[config.mk]
export PLATFORM = sky130hd
export DESIGN_NAME = div_unit
export DESIGN_NICKNAME = d
export VERILOG_FILES = /design/src/rtl/div_unit.sv
export SDC_FILE = /design/constraint.sdc
export NUM_CORES = 1
export LEC_CHECK = 0
export BUFFER_PORTS_ARGS = -buffer_cell sky130_fd_sc_hd__buf_2
export CORE_UTILIZATION = 60
export DETAILED_ROUTE_END_ITERATION = 16
export PLACE_DENSITY_LB_ADDON = 0.25
export SLEW_MARGIN = 10
export SYNTH_ARGS = -nofsm -noshare
export SYNTH_HDL_FRONTEND = slang
export SYNTH_SLANG_ARGS = --single-unit
[constraint.sdc]
create_clock -name clk -period 5.4 [get_ports clk]
set_input_delay 0.81 -clock clk [delete_from_list [all_inputs] [get_ports clk]]
set_output_delay 0.81 -clock clk [all_outputs]
set_load 0.01 [all_outputs]
[src/rtl/div_unit.sv]
// Multi-cycle 32-bit integer divider for the execute stage: radix-2 restoring,
// one quotient bit per cycle, signed/unsigned, HI=remainder / LO=quotient result.
module div_unit (
  input  logic        clk,
  input  logic        rst,
  input  logic        start,
  input  logic        signed_div,
  input  logic        annul,
  input  logic [31:0] a,
  input  logic [31:0] b,
  output logic        stall,
  output logic        ready,
  output logic [63:0] result
);

  typedef enum logic [1:0] {IDLE, DIVZERO, ON, END} state_t;

  state_t      state;
  logic [5:0]  cnt;
  logic [31:0] rem, quo, divisor;
  logic        aNeg, qNeg;

  logic [31:0] absA, absB;
  logic [33:0] trial;
  logic [31:0] remNext, quoNext, remFix, quoFix;

  assign absA = (signed_div && a[31]) ? (~a + 32'd1) : a;
  assign absB = (signed_div && b[31]) ? (~b + 32'd1) : b;

  // Partial remainder is always below the divisor, so a non-negative trial fits 32 bits.
  assign trial = {1'b0, rem, quo[31]} - {2'b00, divisor};

  always_comb begin
    remNext = {rem[30:0], quo[31]};
    quoNext = {quo[30:0], 1'b0};
    if (!trial[33]) begin
      remNext = trial[31:0];
      quoNext = {quo[30:0], 1'b1};
    end
  end

  assign quoFix = qNeg ? (~quoNext + 32'd1) : quoNext;
  assign remFix = aNeg ? (~remNext + 32'd1) : remNext;

  assign stall = start & ~ready;

  always_ff @(posedge clk or negedge rst) begin
    if (!rst) begin
      state   <= IDLE;
      cnt     <= 6'd0;
      rem     <= 32'd0;
      quo     <= 32'd0;
      divisor <= 32'd0;
      aNeg    <= 1'b0;
      qNeg    <= 1'b0;
      ready   <= 1'b0;
      result  <= 64'h0;
    end else begin
      ready <= 1'b0;
      case (state)
        IDLE: begin
          if (start && !annul) begin
            cnt     <= 6'd0;
            rem     <= 32'd0;
            // Divide-by-zero returns the raw dividend as remainder, so keep it unmodified.
            quo     <= (b == 32'd0) ? a : absA;
            divisor <= absB;
            aNeg    <= signed_div & a[31];
            qNeg    <= signed_div & (a[31] ^ b[31]);
            state   <= (b == 32'd0) ? DIVZERO : ON;
          end
        end
        DIVZERO: begin
          if (annul) state <= IDLE;
          else begin
            result <= {quo, 32'hFFFF_FFFF};
            ready  <= 1'b1;
            state  <= END;
          end
        end
        ON: begin
          if (annul) state <= IDLE;
          else begin
            rem <= remNext;
            quo <= quoNext;
            cnt <= cnt + 6'd1;
            if (cnt == 6'd31) begin
              result <= {remFix, quoFix};
              ready  <= 1'b1;
              cnt    <= 6'd0;
              state  <= END;
            end
          end
        end
        END:     state <= IDLE;
        default: state <= IDLE;
      endcase
    end
  end

endmodule

==> results.yml, run 1 <==
grt:
  antenna_found_initial: 0
  grt-ovfl-total: 0
  grt_pass1_vias: 11500
  grt_max_degree: 88
  grt_pass1_wl_um: 60300
  grt_usage_pct: 35.5
clock_network:
  cts_root_buffer: "clkbuf_16"
  clock-sinks: 171
  ctsHtreeMaxLevel: 4
  cts_buffer_depth: 2
  tritoncts: "yes"
  worst_skew_pair.late_latency_ns: 0.44
  hold_buffers: 0
  path_clk_slew_ns: 0.07
  cts_buffers: 17
power_and_ir_drop:
  powerDensity_nw_per_um2: 757
  power.leakage_uw: 0.00613
  peakVddDrop_mv: 0.524
setup_path:
  crit_path_start_kind: "flop"
  end_kind: "flop"
  required_ns: 5.72
  cp_common_cell: "ha_1"
  crit_type: "flop to flop"
  cp_cell_sequence: "ha_1, a21oi_1, o21ai_1, a22o_2, o21ai_4, nand3_4, o21ai_0, ha_1, inv_1, or3_1, nor4_1, a221oi_1, or4_1, o41ai_1, mux2i_1, nand3_1"
  startpoint: "rem[13]"
  max_stage_delay_ns: 0.54
  arrival_ns: 5.32
  r2r_start: "rem[13]"
  worst-path-max-fanout: 13
  slowest_stage: "or4_1"
routing:
  wl_per_cell_um: 19.8
  antenna_left: 0
  viasPerCell: 6.44
  drt_iter0_drc: 1226
  dr_total_vias: 12200
  totalWireLength_um: 37500
  remaining_drc_errors: 0
  dr.pass1.iters: 5
synthesis:
  yosys_register_bits: 171
  synthDistinctLibCells: 91
  async_reset_ff_share_pct: 100
  yosysTopAreaCell: "dfrtp_1"
  yosysMostFrequentCell: "nand2_1"
  syn_avg_cell_area_um2: 8.22
  synth_cells: 1530
  synth_top_cells_by_count: "nand2_1 (213), dfrtp_1 (171), o21ai_0 (162)"
  synth_edf_count: 0
  synthFlopType: "dfrtp_1"
  yosys_warnings: 0
  yosysSeqAreaShare_pct: 34.0
  synth_top_area_share_pct: 34.0
  yosys-top-cells-area: "dfrtp_1 (34%), o21ai_0 (6.4%), nand2_1 (6.4%)"
  syn_nets: 1641
  synthesis.area_um2: 12600
place:
  port_buffers: 134
  dp.cells: 1867
  dpl_worst_slack_ns: 0.439
  placed_area_um2: 13400
  place_congestion: 0.967
  place_hpwl_um: 27500
floorplan:
  dieArea_um2: 21600
  initial_utilization_pct: 61.8
  die_h_um: 147
  placementRows: 52
  core_area_um2: 20400
  ioPinCount: 135
  die_w_um: 147
min_path:
  min_path_type: "primary input to asynchronous set/reset pin"
sta:
  fin_ws_ns: 0.404
  max-slew-margin-rel_pct: 27.0
  setup_violations: 0
  hold_viol_final: 0
  fin_crit_sh_pct: 92.5
  fin_setup_tns_ns: 0
  grt_setup_unrepaired: "no"
  max_clock_freq_mhz: 200
  drv_slew: 0
  fin_skew_ns: 0.0153
  worstMarginPinSlew_ns: 1.09
  min_period_ns: 5.00
layout:
  fin_util_pct: 68.6
  diodes: 0
  drive_gt1_share_pct: 13.8
  nets: 1727
  stdcell_count: 1899
  syn_to_final_growth_pct: 11.1
  design_area_um2: 14000
flow_run:
  maxCapViolCount: 0
status:
  status: "complete, no violations"
routing by layer:
layer  routed length (um)  vias to the layer above  track usage, %
met5                    0                        -               0
met4                 1380                        0            14.7
met3                 3320                      120            7.14
met2                17300                      601            56.2
met1                15500                     5851            47.5
li1                     -                     5660               -
where the power goes:
part           leakage [uW]  total [uW]  switching, uW  internal [uW]
Clock              0.000280        1240            605            631
Combinational       0.00376        6950           4450           2510
Sequential          0.00208        2390            567           1820
path summary, 6_finish.rpt:
check	end	slack, ns	depth (start not counted)
setup / recovery	result[58]	0.40	16
hold / removal	divisor[9]	0.44	1
setup reg to reg	result[58]	0.40	16
hold reg to reg	result[47]	0.48	2
max in group asynchronous	result[32]	3.77	2
min in group clk	result[47]	0.48	2
area by class of cell:
type | instances | area [um2]
multi-input combinational | 1215 | 7730
fill | 1687 | 6390
sequential | 171 | 4280
timing repair buffer | 154 | 827
clock buffer | 18 | 439
tap | 270 | 338
inverter | 57 | 216
clock inverter | 14 | 144
metrics by stage:
stage               hold WS, ns  power [uW]
finish                    0.437       10600
detailed placement        0.471        9110
global placement          0.458        8970
CTS                       0.468       10400
global route              0.494       11300
floorplan                 0.448        7230
cells in the final DEF, fill, tap and decap left out, types with 13 or more instances in the layout:
cell type and n:
a21o_1 13, o41ai_1 17, mux2i_1 64, inv_1 55, nand4_1 18, o21ai_0 161, nand3_1 25, nor3_1 33
xor2_1 57, xnor2_1 74, o31ai_1 34, nor2_1 107, nand2_1 213, and3_1 14, or4_1 16, buf_2 133
a21oi_1 110, nand2b_1 17, clkbuf_16 17, ha_1 41, or3_1 16, dfrtp_1 171, buf_4 20
flip-flops by register name, summed over array words and instances, names as in the netlist:
register and count:
ready 1, cnt 6, rem 32, result 64
divisor 32, qNeg 1, quo 32, state 2
aNeg 1
critical path, delay by kind of cell (launching register included):
family                   cells  cell delay, ns
AND/OR/NAND/NOR              5            1.56
adder cells (fa/ha/maj)      2            0.70
AO/OA/AOI/OAI                7            1.82
flip-flops                   1            0.44
multiplexers                 1            0.26
buffers and inverters        1            0.08
kinds of logic after synthesis:
group                      count (synthesis)  synth area share (%)
adders and majority gates                 42                  4.24
DFF                                      171                  34.0
xor gates and xnor gates                 131                  9.12
AOI/OAI and AO/OA                        457                  22.8
buffers and inverters                    144                  4.77
and+or+nand+nor                          521                  20.0
muxes                                     64                  5.09
what timing repair did:
action	CTS	global route
endpoints found under the setup margin	0	1
setup buffers	0	0
gates resized for setup	0	1
Note: power is estimated with default switching activity, not from simulation.
==> run 2, diff against run 1 <==
- CTS_BUF_LIST: default -> sky130_fd_sc_hd__clkbuf_16
==> run 2 against run 1 <==
Compared with the run above: worst setup slack got worse by 0.041 ns; first-iteration DRC count rose by 0.41%; combinational power barely moved; total power barely moved; die area did not move; clock skew barely moved; sequential power barely moved; critical path type unchanged; largest cell class unchanged; via count fell by 0.42%.
==> results.yml, run 2 (synthesis gave the netlist of run 1 again) <==
routing:
  dr_total_vias: 12200
  wl_per_cell_um: 19.8
  viasPerCell: 6.41
  totalWireLength_um: 37700
  remaining_drc_errors: 0
  dr.pass1.iters: 12
  antenna_left: 0
  drt_iter0_drc: 1231
power_and_ir_drop:
  p_switching_uw: 5630
  powerDensity_nw_per_um2: 757
  report.power.total_uw: 10600
  peakVddDrop_mv: 0.523
  power.leakage_uw: 0.00612
  clkPwrFrac_pct: 11.5
  sequentialPowerShare_pct: 22.6
  internal_power_uw: 4950
  combPwrFrac_pct: 65.9
  switching_share_pct: 53.2
sta:
  fin_setup_tns_ns: 0
  max_clock_freq_mhz: 199
  min_period_ns: 5.04
  setup_violations: 0
  drv_slew: 0
  fin_skew_ns: 0.0150
  hold_viol_final: 0
  grt_setup_unrepaired: "no"
  fin_ws_ns: 0.363
  max-slew-margin-rel_pct: 27.8
  fin_crit_sh_pct: 93.3
  worstMarginPinSlew_ns: 1.08
floorplan:
  die_h_um: 147
  initial_utilization_pct: 61.8
  ioPinCount: 135
  die_w_um: 147
  placementRows: 52
  core_area_um2: 20400
  dieArea_um2: 21600
layout:
  largest_reg_flops: 64
  nets: 1727
  num-fill-cells: 1688
  stdcell_count: 1899
  diodes: 0
  design_area_um2: 14000
  top_register: "result"
  final_common_cell: "nand2_1"
  mostFrequentLayoutCells: "nand2_1 (213), dfrtp_1 (171), o21ai_0 (161), buf_2 (133), a21oi_1 (110)"
  syn_to_final_growth_pct: 11.0
  drive_gt1_share_pct: 13.7
grt:
  antenna_found_initial: 0
  grt_max_degree: 88
  grt_pass1_vias: 11500
  grt-ovfl-total: 0
  grt_usage_pct: 35.5
  grt_pass1_wl_um: 60300
setup_path:
  required_ns: 5.72
  end_kind: "flop"
  crit_type: "flop to flop"
  arrival_ns: 5.36
  worst-path-max-fanout: 13
  crit_path_start_kind: "flop"
place:
  placed_area_um2: 13400
  dp.cells: 1867
  place_hpwl_um: 27500
  dpl_worst_slack_ns: 0.439
  place_congestion: 0.967
  port_buffers: 134
clock_network:
  tritoncts: "yes"
  path_clk_slew_ns: 0.07
  cts_root_buffer: "clkbuf_16"
  worst_skew_pair.late_latency_ns: 0.44
  ctsHtreeMaxLevel: 4
  hold_buffers: 0
  cts_buffers: 17
  cts_setup_buffers: 0
  cts_buffer_depth: 2
  clock-sinks: 171
status:
  status: "complete, no violations"
flow_run:
  maxCapViolCount: 0
min_path:
  min_path_type: "primary input to asynchronous set/reset pin"
-- run 2: critical path, cell delays in order, from the launching register on --
cell and delay [ns]:
dfrtp_1 0.42, ha_1 0.40, a21oi_1 0.27, o21ai_1 0.23, a22o_2 0.34, o21ai_4 0.24, nand3_4 0.23, o21ai_0 0.29
ha_1 0.26, inv_1 0.08, or3_1 0.42, nor4_1 0.28, a221oi_1 0.26, or4_1 0.55, o41ai_1 0.31, mux2i_1 0.25
nand3_1 0.09
-- run 2: repair_timing --
action / in CTS / in global routing
endpoints found under the hold margin: 0 / 0
resized for setup: 0 / 1
endpoints found under the setup margin: 0 / 1
-- run 2: per-layer routing --
layer | wire length [um] | GRT usage, % | vias to the layer above
met3 | 3330 | 7.17 | 107
met1 | 15600 | 47.5 | 5796
met5 | 0 | 0 | -
met2 | 17500 | 56.3 | 615
li1 | - | - | 5663
met4 | 1280 | 14.5 | 0
-- run 2: worst paths after layout --
path	from	to	slack (ns)	cells after the start
worst max-delay path	rem[9]	result[58]	0.36	16
worst min-delay path	rst	divisor[9]	0.44	1
worst max register to register	rem[9]	result[58]	0.36	16
worst min register to register	result[47]	result[47]	0.48	2
max in group asynchronous	rst	result[32]	3.79	2
min in group clk	result[47]	result[47]	0.48	2
-- run 2: metrics by stage --
stage / hold slack, ns / utilization (%)
after global routing: 0.494 / 68.6
after CTS: 0.468 / 68.6
after global placement: 0.458 / 65.8
final: 0.438 / 68.6
after detailed placement: 0.471 / 65.8
after floorplan: 0.448 / -
-- run 2: power by group through the flow --
stage | logic, uW | registers (uW) | clock network [uW]
2_1_floorplan | 4960 | 2270 | 0
3_3_place_gp | 6610 | 2350 | 0
3_5_place_dp | 6730 | 2380 | 0
4_1_cts | 6790 | 2370 | 1230
5_1_grt | 7560 | 2440 | 1280
6_report | 6970 | 2390 | 1220
-- run 2: final cells by class --
type	instances	area, um2	share of cell area, %
Sequential cell	171	4280	30.6
Tap cell	270	338	2.42
Clock inverter	15	148	1.06
Clock buffer	17	425	3.05
Timing Repair Buffer	154	827	5.92
Multi-Input combinational cell	1215	7730	55.4
Inverter	57	216	1.55
